<file path="src/rtl/mem_arbiter.sv">
// mem_arbiter
//   Shares one main-memory port between the I-cache refill engine and the
//   D-cache refill/writeback engine. A granted requester owns the port for a
//   whole line burst of BURST_LEN word beats. The line base is latched at
//   grant, and the beat address auto-increments from that base.
//
//   Optional build macro: MEM_ARB_RR_EN
//     defined   - ties in IDLE go to the requester that was not granted last
//                 (D wins the first tie after reset)
//     undefined - fixed priority, D over I
//
// Ports
//   clk, rst                       clock, async active-high reset
//   i_req/i_addr                   I refill request and miss address
//   i_rdata/i_rvalid/i_done        I refill data, data strobe, end-of-burst pulse
//   d_req/d_we/d_addr/d_wdata      D request (d_we=1 writeback), address, write word
//   d_beat                         beat index that selects d_wdata
//   d_rdata/d_rvalid/d_done        D refill data, data strobe, end-of-burst pulse
//   mem_req/mem_we/mem_addr/mem_wdata  memory beat request
//   mem_rdata/mem_ack              memory beat response
//   grant                          debug: 00 idle, 01 I owns port, 10 D owns port
module mem_arbiter #(
  parameter int ADDR_WIDTH = 32,
  parameter int DATA_WIDTH = 32,
  parameter int BURST_LEN  = 4
) (
  input  logic                         clk,
  input  logic                         rst,
  input  logic                         i_req,
  input  logic [ADDR_WIDTH-1:0]        i_addr,
  output logic [DATA_WIDTH-1:0]        i_rdata,
  output logic                         i_rvalid,
  output logic                         i_done,
  input  logic                         d_req,
  input  logic                         d_we,
  input  logic [ADDR_WIDTH-1:0]        d_addr,
  input  logic [DATA_WIDTH-1:0]        d_wdata,
  output logic [$clog2(BURST_LEN)-1:0] d_beat,
  output logic [DATA_WIDTH-1:0]        d_rdata,
  output logic                         d_rvalid,
  output logic                         d_done,
  output logic                         mem_req,
  output logic                         mem_we,
  output logic [ADDR_WIDTH-1:0]        mem_addr,
  output logic [DATA_WIDTH-1:0]        mem_wdata,
  input  logic [DATA_WIDTH-1:0]        mem_rdata,
  input  logic                         mem_ack,
  output logic [1:0]                   grant
);

  localparam int BW = $clog2(BURST_LEN);
  localparam logic [ADDR_WIDTH-1:0] LINE_MASK = ADDR_WIDTH'(BURST_LEN*4 - 1);
  localparam logic [BW-1:0] LAST_BEAT = BW'(BURST_LEN - 1);

  typedef enum logic [1:0] {IDLE, BUSY_I, BUSY_D} state_t;

  state_t                state;
  logic [BW-1:0]         beat;
  logic [ADDR_WIDTH-1:0] base;
  logic                  weLatched;
  logic                  pickD;
  logic                  busyI, busyD;

`ifdef MEM_ARB_RR_EN
  // 1 when D took the most recent grant; reset value means "I was last",
  // so D wins the first tie.
  logic lastGrantD;
  assign pickD = d_req && (!i_req || !lastGrantD);
`else
  assign pickD = d_req;
`endif

  always_ff @(posedge clk or posedge rst) begin
    if (rst) begin
      state     <= IDLE;
      beat      <= '0;
      base      <= '0;
      weLatched <= 1'b0;
`ifdef MEM_ARB_RR_EN
      lastGrantD <= 1'b0;
`endif
    end else begin
      case (state)
        IDLE: begin
          // Requests are only looked at here, so a request arriving
          // mid-burst simply waits for the port to come back to IDLE.
          if (pickD) begin
            state     <= BUSY_D;
            base      <= d_addr & ~LINE_MASK;
            weLatched <= d_we;
`ifdef MEM_ARB_RR_EN
            lastGrantD <= 1'b1;
`endif
          end else if (i_req) begin
            state     <= BUSY_I;
            base      <= i_addr & ~LINE_MASK;
            weLatched <= 1'b0;
`ifdef MEM_ARB_RR_EN
            lastGrantD <= 1'b0;
`endif
          end
        end
        default: begin
          if (mem_ack) begin
            if (beat == LAST_BEAT) begin
              state <= IDLE;
              beat  <= '0;
            end else begin
              beat <= beat + BW'(1);
            end
          end
        end
      endcase
    end
  end

  assign busyI = (state == BUSY_I);
  assign busyD = (state == BUSY_D);

  // Request side comes straight from registered state, so there is no
  // combinational path from i_req/d_req to mem_req.
  assign mem_req   = busyI || busyD;
  assign mem_we    = busyD && weLatched;
  assign mem_addr  = mem_req ? base + (ADDR_WIDTH'(beat) << 2) : '0;
  assign mem_wdata = busyD ? d_wdata : '0;
  assign grant     = {busyD, busyI};
  assign d_beat    = busyD ? beat : '0;

  // Response side is a same-cycle pass-through of mem_ack/mem_rdata.
  // Qualifying with the BUSY state drops acks that arrive while idle.
  assign i_rvalid = busyI && mem_ack;
  assign d_rvalid = busyD && mem_ack && !weLatched;
  assign i_rdata  = i_rvalid ? mem_rdata : '0;
  assign d_rdata  = d_rvalid ? mem_rdata : '0;
  assign i_done   = busyI && mem_ack && (beat == LAST_BEAT);
  assign d_done   = busyD && mem_ack && (beat == LAST_BEAT);

endmodule
</file>
<file path="config.mk">
export PLATFORM = sky130hd
export DESIGN_NAME = mem_arbiter
export DESIGN_NICKNAME = d
export VERILOG_FILES = /design/src/rtl/mem_arbiter.sv
export SDC_FILE = /design/constraint.sdc
export NUM_CORES = 1
export LEC_CHECK = 0
export BUFFER_PORTS_ARGS = -buffer_cell sky130_fd_sc_hd__buf_2
export CAP_MARGIN = 20
export CORE_AREA = 2 2 107 109
export DETAILED_ROUTE_END_ITERATION = 8
export DIE_AREA = 0 0 109 111
export GPL_TIMING_DRIVEN = 0
export HOLD_SLACK_MARGIN = 0.1
export PLACE_DENSITY = 0.63
export SLEW_MARGIN = 20
export SYNTH_ARGS = -nofsm -noshare
export SYNTH_HDL_FRONTEND = slang
export SYNTH_SLANG_ARGS = --single-unit
export TNS_END_PERCENT = 30
</file>
<file path="constraint.sdc">
create_clock -name clk -period 4.75 [get_ports clk]
set_input_delay 0.475 -clock clk [delete_from_list [all_inputs] [get_ports clk]]
set_output_delay 0.475 -clock clk [all_outputs]
set_load 0.02 [all_outputs]
</file>
Yosys cells after proc, flatten, opt, wreduce, memory -nomap -nowiden
Index checks and enable logic that the tools add are counted.
Widths: inputs -> output; s select.
{ "classes": {"add_sub_neg": 2, "n_eq_ne": 4, "muxes": 15, "bitwise_logic": 1, "reduce_logical": 15} }
{ "ops": {"columns": ["cell", "count"], "rows": [
  ["$mux 32", 6],
  ["$add 32x4->32", 1],
  ["$mux 2", 7],
  ["$logic_and 1x1->1", 6],
  ["$reduce_bool 2->1", 3],
  ["$eq 2x2->1 const B", 2],
  ["$reduce_and 2->1", 2],
  ["$ne 3x3->1 const B", 1],
  ["$reduce_and 3->1", 1],
  ["$add 2x1->2 const B", 1],
  ["$eq 2x1->1 const B", 1],
  ["$logic_not 2->1", 1],
  ["$mux 1", 2],
  ["$logic_not 1->1", 1],
  ["$logic_or 1x1->1", 1],
  ["$not 1->1", 1]
]} }
{ "totals": {"ff_bits": 37, "out_inout_bits": 138, "wordCells": 41} }

Longest topological paths before layout
Gate-level depths: netlist of run 1.
{ "depth": {"ltp_word": 4, "ltp_mapped": 6, "mapped_depth_nobuf": 4} }

Worst setup path before layout of run 1
No wires, ideal clock.
{ "synth_timing": {"kind": "register -> output", "from": "register state[0]", "to": "output port d_rdata[22]", "arrival_ns": 1.484, "path_slack_ns": 2.791, "stages_incl_launch_ff": 6, "n_path_buf": 1, "cell_sequence": "dfrtp_1 > inv_1 > ha_1 > and3b_1 > buf_2 > and2_1"} }
{ "synth_via": {"elab_chain_len": 4} }
{ "synth_rtl": {"columns": ["item", "line_no", "text"], "rows": [
  ["from (decl)", "57", "state_t state;"],
  ["from (signal assigned)", "75", "state <= IDLE;"],
  ["from (signal assigned)", "88", "state <= BUSY_D;"],
  ["from (signal assigned)", "95", "state <= BUSY_I;"],
  ["$eq 2x2->1", "118", "assign busyD = (state == BUSY_D);"],
  ["via busyD", "62", "logic busyI, busyD;"],
  ["$logic_and 1x1->1 (2 in a row)", "132", "assign d_rvalid = busyD && mem_ack && !weLatched;"],
  ["via d_rvalid", "40", "output logic d_rvalid,"],
  ["$mux 32", "134", "assign d_rdata = d_rvalid ? mem_rdata : '0;"],
  ["to (decl)", "39", "output logic [DATA_WIDTH-1:0] d_rdata,"]
]} }
The timed path passes the listed nets, and every way through them passes these cells.

Worst setup path in the final report of run 1
{ "layout_timing": {"from": "register state[0]", "to": "output port d_rdata[15]"} }
{ "layout_via": {"elab_chain_len": 4} }
{ "layout_rtl": {"columns": ["item", "line_no"], "rows": [
  ["$eq 2x2->1", "118"],
  ["via busyD", "62"],
  ["$logic_and 1x1->1 (2 in a row)", "132"],
  ["$mux 32", "134"]
]} }
The timed path passes the listed nets, and every way through them passes these cells.

==> results of run 1 <==
==> cell families after synthesis <==
group                      share of synthesized area
AOI/OAI and AO/OA                             0.0152
buffers and inverters                         0.0660
muxes                                          0.279
other                                        0.00134
and+or+nand+nor                                0.317
adders and majority gates                     0.0267
DFF                                            0.294
==> state kept, by name, summed over array words and instances, names as in the netlist <==
| name | cells |
|---|---|
| base | 28 |
| weLatched | 1 |
| state | 2 |
| beat | 2 |
==> metal layers <==
metal | GRT usage | part of all wire | vias up
li1 | - | - | 1442
met1 | 0.164 | 0.38 | 1367
met2 | 0.293 | 0.52 | 152
met3 | 0.0288 | 0.087 | 7
met4 | 0.0274 | 0.0062 | 2
met5 | 0 | 0.0014 | -
==> final timing paths <==
path | slack [ns] | cells after the start | endpoint | start
hold / removal | 0.32 | 2 | base[30] | rst
hold reg to reg | 0.50 | 1 | base[15] | base[15]
setup / recovery | 2.07 | 6 | d_rdata[15] | state[0]
max in group asynchronous | 3.96 | 2 | base[21] | rst
min in group clk | 0.46 | 2 | weLatched | d_we
setup reg to reg | 3.02 | 6 | base[18] | state[0]
==> cells in the final DEF, fill, tap and decap left out, drive strengths merged, types with 2 or more instances in the layout <==
cell,Yosys,final
conb,1,2
dfrtp,33,33
nor2b,2,2
buf,12,272
inv,3,3
mux2,58,58
clkinv,0,2
ha,6,6
and3,34,34
and2,99,99
clkbuf,15,21
nand2b,2,2
==> cell type report <==
type | instances | area, sq um
repair buffers | 260 | 1300
flip-flops and latches | 33 | 826
fillers | 1158 | 6650
well taps | 143 | 179
multi-input cells | 213 | 1800
plain buffers | 27 | 174
clock inverters | 2 | 10.0
clock buffers | 6 | 129
inverters | 3 | 11.3
==> metrics by stage <==
stage / setup WS [ns] / hold slack (ns) / cell area, sq um
2_1_floorplan: 2.79 / 0.470 / 2810
3_3_place_gp: 2.36 / 0.480 / 4290
3_5_place_dp: 2.32 / 0.485 / 4290
4_1_cts: 2.02 / 0.349 / 4430
5_1_grt: 1.86 / 0.394 / 4430
6_report: 2.07 / 0.325 / 4430
==> worst max-delay path, delay by kind of cell, from the launching register on <==
family / cells / cell delay [ns]
fa+ha+maj: 1 / 0.37
buf+inv: 3 / 0.62
flops: 1 / 0.42
simple gates: 2 / 0.52
==> power breakdown <==
part / leakage, nW / switching (mW) / total (mW) / internal [mW]
registers: 0.390 / 0.0792 / 0.506 / 0.426
clock network: 0.0706 / 0.116 / 0.308 / 0.192
logic: 2.25 / 0.935 / 1.64 / 0.707
==> reports/metrics.cfg, run 1 <==
[timing]
setup_tns_ns=0
slew_violations=0
finClkSkew_ns=0.00434
rsz0062_at_grt=no
post-route-min-period_ns=2.68
fmax_mhz=373
hold_violations=0
post-route-period-util=0.565
setup_viol=0
max-slew-margin-rel=0.512
worst_slew_pin_slew_ns=0.730

[clock_network]
cts_sinks=33
clock_latency_ns=0.27
cts_hold_buffers=0
path_clk_slew_ns=0.05
cts_buffer_depth=2
cts_tree=done
cts_resized=0
cts_max_level=2
cts_post_setup_buffers_inserted=0
cts-root-buf=clkbuf_16
cts_buffers=5

[floorplanning]
row_count=39
die-height_um=111
initial_utilization=0.253
core_area_sq_mm=0.0111
io_pins=272
die-width_um=109
fp.dieArea_sq_mm=0.0121

[pwr]
p_per_area_mw_per_mm2=554
p_leak_nw=2.71
ir_worst_vdd_uv=260
power_mw=2.46

[status]
outcome=completed

[detailed_routing]
vias=2970
routed_via_density=4.32
wirelength_um=9580
first_pass_iters=4
drc=0
antenna_left=0
drt_iter0_drc=115
routedWlPerCell_um=13.9

[setup_path]
crit_chain=inv_1 -> ha_1 -> and3b_1 -> clkbuf_1 -> and2_1 -> buf_2
max_stage_delay_ns=0.42
cp.arrival_ns=2.21
required_ns=4.28
end_kind=output port
worstSetupStartpointType=flip-flop
worstPathMaxFanout=11
cp_slowest_cell=dfrtp_1
path_class=flip-flop to output port

[synthesis]
yosysWarnings=0
synth_enable_flop_cells=0
synth-async-reset-ratio=1.00
netlist_area_sq_mm=0.00281
synthTopCellsByArea=dfrtp_1 29%, and2_1 22%, mux2_4 19%, mux2_2 9.2%, and3_1 7.6%
synthFlopType=dfrtp_1
synth_common_cells=99 x and2_1, 35 x mux2_4, 34 x and3_1, 33 x dfrtp_1, 23 x mux2_2
syn-instance-count=275
yosys.area.top_type=dfrtp_1
synth_top_area_share=0.294
yosysUniqueCellTypes=25
synth_seq_cells=33
synth_seq_area_share=0.294
syn_avg_cell_area_sq_um=10.2
synth.most_common_cell=and2_1

[final_layout]
area_growth_pct=57.8
instances_no_fill=687
fin_nets=683
antenna_cells=0
drive_gt1_frac=0.623
fin_util=0.400

[grt]
antenna_found_initial=1
grt_pass1_vias=2925
gr-total-overflow=0
grt_pass1_wl_um=14300
grt_use_total=0.150
grt_max_degree=34

[flow_run]
drv_cap=0

[place]
dp_cells=679
dp_hpwl_um=8070
gp_congestion=0.735
io_buffers=260

[min_path]
hold_class=input pin to async pin

Note: power is estimated with default switching activity, not from simulation.
==> inputs of run 2 (changes only) <==
--- a/config.mk
+++ b/config.mk
@@ -7,12 +7,12 @@
 export LEC_CHECK = 0
 export BUFFER_PORTS_ARGS = -buffer_cell sky130_fd_sc_hd__buf_2
 export CAP_MARGIN = 20
-export CORE_AREA = 2 2 107 109
+export CORE_AREA = 2 2 104 106
 export DETAILED_ROUTE_END_ITERATION = 8
-export DIE_AREA = 0 0 109 111
+export DIE_AREA = 0 0 106 108
 export GPL_TIMING_DRIVEN = 0
 export HOLD_SLACK_MARGIN = 0.1
-export PLACE_DENSITY = 0.63
+export PLACE_DENSITY = 0.66
 export SLEW_MARGIN = 20
 export SYNTH_ARGS = -nofsm -noshare
 export SYNTH_HDL_FRONTEND = slang
==> constraint.sdc (replaced) <==
create_clock -name clk -period 2.6 [get_ports clk]
set_input_delay 0.26 -clock clk [delete_from_list [all_inputs] [get_ports clk]]
set_output_delay 0.26 -clock clk [all_outputs]
set_load 0.02 [all_outputs]
==> run 2 against run 1 <==
Compared with the run above: combinational power rose by 84%; largest power group unchanged; utilization rose by 3.0 points; worst setup slack got worse by 1.9 ns; critical endpoint is now d_rdata[13]; critical path type unchanged; highest routed layer unchanged.
==> reports/metrics.cfg, run 2 (synthesis gave the netlist of run 1 again) <==
[final_layout]
fillers=1027  ; -11%
regMostFlops=base
largest_reg_flops=28  ; unchanged
layout_commonest_cell=buf_2
area_growth_pct=56.8
fin_nets=683  ; unchanged
drive_gt1_frac=0.625  ; +0.00184
instances_no_fill=680  ; -1.0%
antenna_cells=0  ; unchanged
reg_top3=base x28, beat x2, state x2
final_cell_mix=261 x buf_2, 99 x and2_1, 35 x mux2_4
fin_util=0.430  ; +0.0303

[setup_path]
path_class=flip-flop to output port
ff2ff_path_depth=6  ; unchanged
worstPathMaxFanout=11  ; unchanged
end_kind=output port
cp_num_buf_inv=3  ; unchanged
required_ns=2.34  ; -1.94 ns
cp_slowest_cell=dfrtp_1
crit_family=buffers and inverters
crit_chain=inv_1 -> ha_2 -> and3b_1 -> clkbuf_1 -> and2_1 -> buf_2
max_stage_delay_ns=0.43  ; about the same
cp.arrival_ns=2.13  ; -0.08 ns
worstSetupStartpointType=flip-flop
worstSetupPathDepth=6  ; unchanged

[floorplanning]
initial_utilization=0.274  ; +0.0210
die-width_um=106  ; -2.8%
fp.dieArea_sq_mm=0.0114  ; -5.4%
io_pins=272  ; unchanged
core_area_sq_mm=0.0102  ; -7.6%
row_count=37  ; -5.1%
die-height_um=108  ; -2.7%

[min_path]
hold_class=input pin to async pin

[timing]
slew_violations=0  ; unchanged
finClkSkew_ns=0.00199  ; -0.00236 ns
fmax_mhz=418
hold_slack_ns=0.0902  ; -0.235 ns
post-route-period-util=0.920
hold_violations=0  ; unchanged
rsz0062_at_grt=no
setup_tns_ns=0  ; unchanged
worst_slew_pin_slew_ns=0.701  ; -0.0293 ns
max-slew-margin-rel=0.532  ; +0.0195
post-route-min-period_ns=2.39
setup_viol=0  ; unchanged

[grt]
grt_max_degree=34  ; unchanged
grt_use_total=0.157  ; +0.00691
gr-total-overflow=0  ; unchanged
antenna_found_initial=1  ; unchanged
grt_pass1_wl_um=14200  ; -1.0%
grt_pass1_vias=2817  ; -3.7%

[clock_network]
cts_hold_buffers=0  ; unchanged
cts_max_level=2  ; unchanged
cts_buffers=5  ; unchanged
path_clk_slew_ns=0.07  ; +0.02 ns
cts-root-buf=clkbuf_8
cts_sinks=33  ; unchanged
cts_buffer_depth=2  ; unchanged
cts_tree=done
clock_latency_ns=0.28  ; about the same

[detailed_routing]
drc=0  ; unchanged
routedWlPerCell_um=13.9  ; -0.39%
first_pass_iters=4  ; unchanged
wirelength_um=9450  ; -1.4%
vias=2926  ; -1.5%
antenna_left=0  ; unchanged
drt_iter0_drc=127  ; +10%
routed_via_density=4.30  ; -0.47%

[place]
dp_hpwl_um=8060  ; -0.18%
dp_cells=672  ; -1.0%
io_buffers=260  ; unchanged
gp_congestion=0.826  ; +12%

[flow_run]
drv_cap=0  ; unchanged

[pwr]
ir_worst_vdd_uv=619  ; +140%
p_per_area_mw_per_mm2=1010  ; +81%
p_leak_nw=2.70  ; -0.51%

[status]
outcome=completed

==> run 2: changes by cell type in the layout (fill, tap and decap cells not counted) <==
| cell | delta |
|---|---|
| bufinv_16 | +1 |
| ha_1 | -1 |
| clkbuf_16 | -5 |
| ha_2 | +1 |
| clkbuf_8 | +6 |
| clkinv_2 | -2 |
==> run 2: metrics by stage <==
stage / power [mW] / area (sq um) / setup WS, ns
floorplan: 2.98 / 2810 / 0.856
global placement: 3.91 / 4280 / 0.444
detailed placement: 3.96 / 4280 / 0.429
CTS: 4.49 / 4400 / 0.106
global route: 4.75 / 4400 / 0.0585
finish: 4.43 / 4400 / 0.209
==> run 2: path summary, 6_finish.rpt <==
| check | from | end | slack (ns) |
|---|---|---|---|
| max in group asynchronous | rst | base[13] | 2.06 |
| setup / recovery | state[0] | d_rdata[13] | 0.21 |
| min in group clk | d_we | weLatched | 0.23 |
| hold / removal | rst | base[26] | 0.09 |
| hold reg to reg | base[25] | base[25] | 0.50 |
| setup reg to reg | state[1] | base[21] | 0.89 |
==> run 2: power by group <==
group	switching, mW	internal (mW)
logic	1.71	1.29
registers	0.140	0.778
clock network	0.187	0.312
==> run 2: area by class of cell <==
class | count | area [sq um] | area share
multi-input cells | 213 | 1800 | 0.410
repair buffers | 260 | 1300 | 0.296
flip-flops and latches | 33 | 826 | 0.188
plain buffers | 27 | 174 | 0.0395
well taps | 136 | 170 | 0.0387
clock buffers | 7 | 86.3 | 0.0196
clock inverters | 1 | 30.0 | 0.00682
inverters | 3 | 11.3 | 0.00256
==> run 2: routing by layer <==
metal	part of all wire	global-route usage	up-vias
met5	0.0014	0	-
met4	0.0062	0.0338	2
met3	0.082	0.0319	6
met2	0.49	0.285	154
met1	0.42	0.192	1318
li1	-	-	1446
==> run 2: repair_timing <==
item	4_1_cts	5_1_grt
setup buffers	0	0
setup endpoints to repair	0	17
resized for setup	0	1
==> run 2: worst reg2reg max path: stages (launching register included) <==
cell	delay (ns)
dfrtp_1	0.42
inv_1	0.15
ha_1	0.31
o21ai_2	0.11
buf_6	0.16
buf_8	0.16
mux2_4	0.30
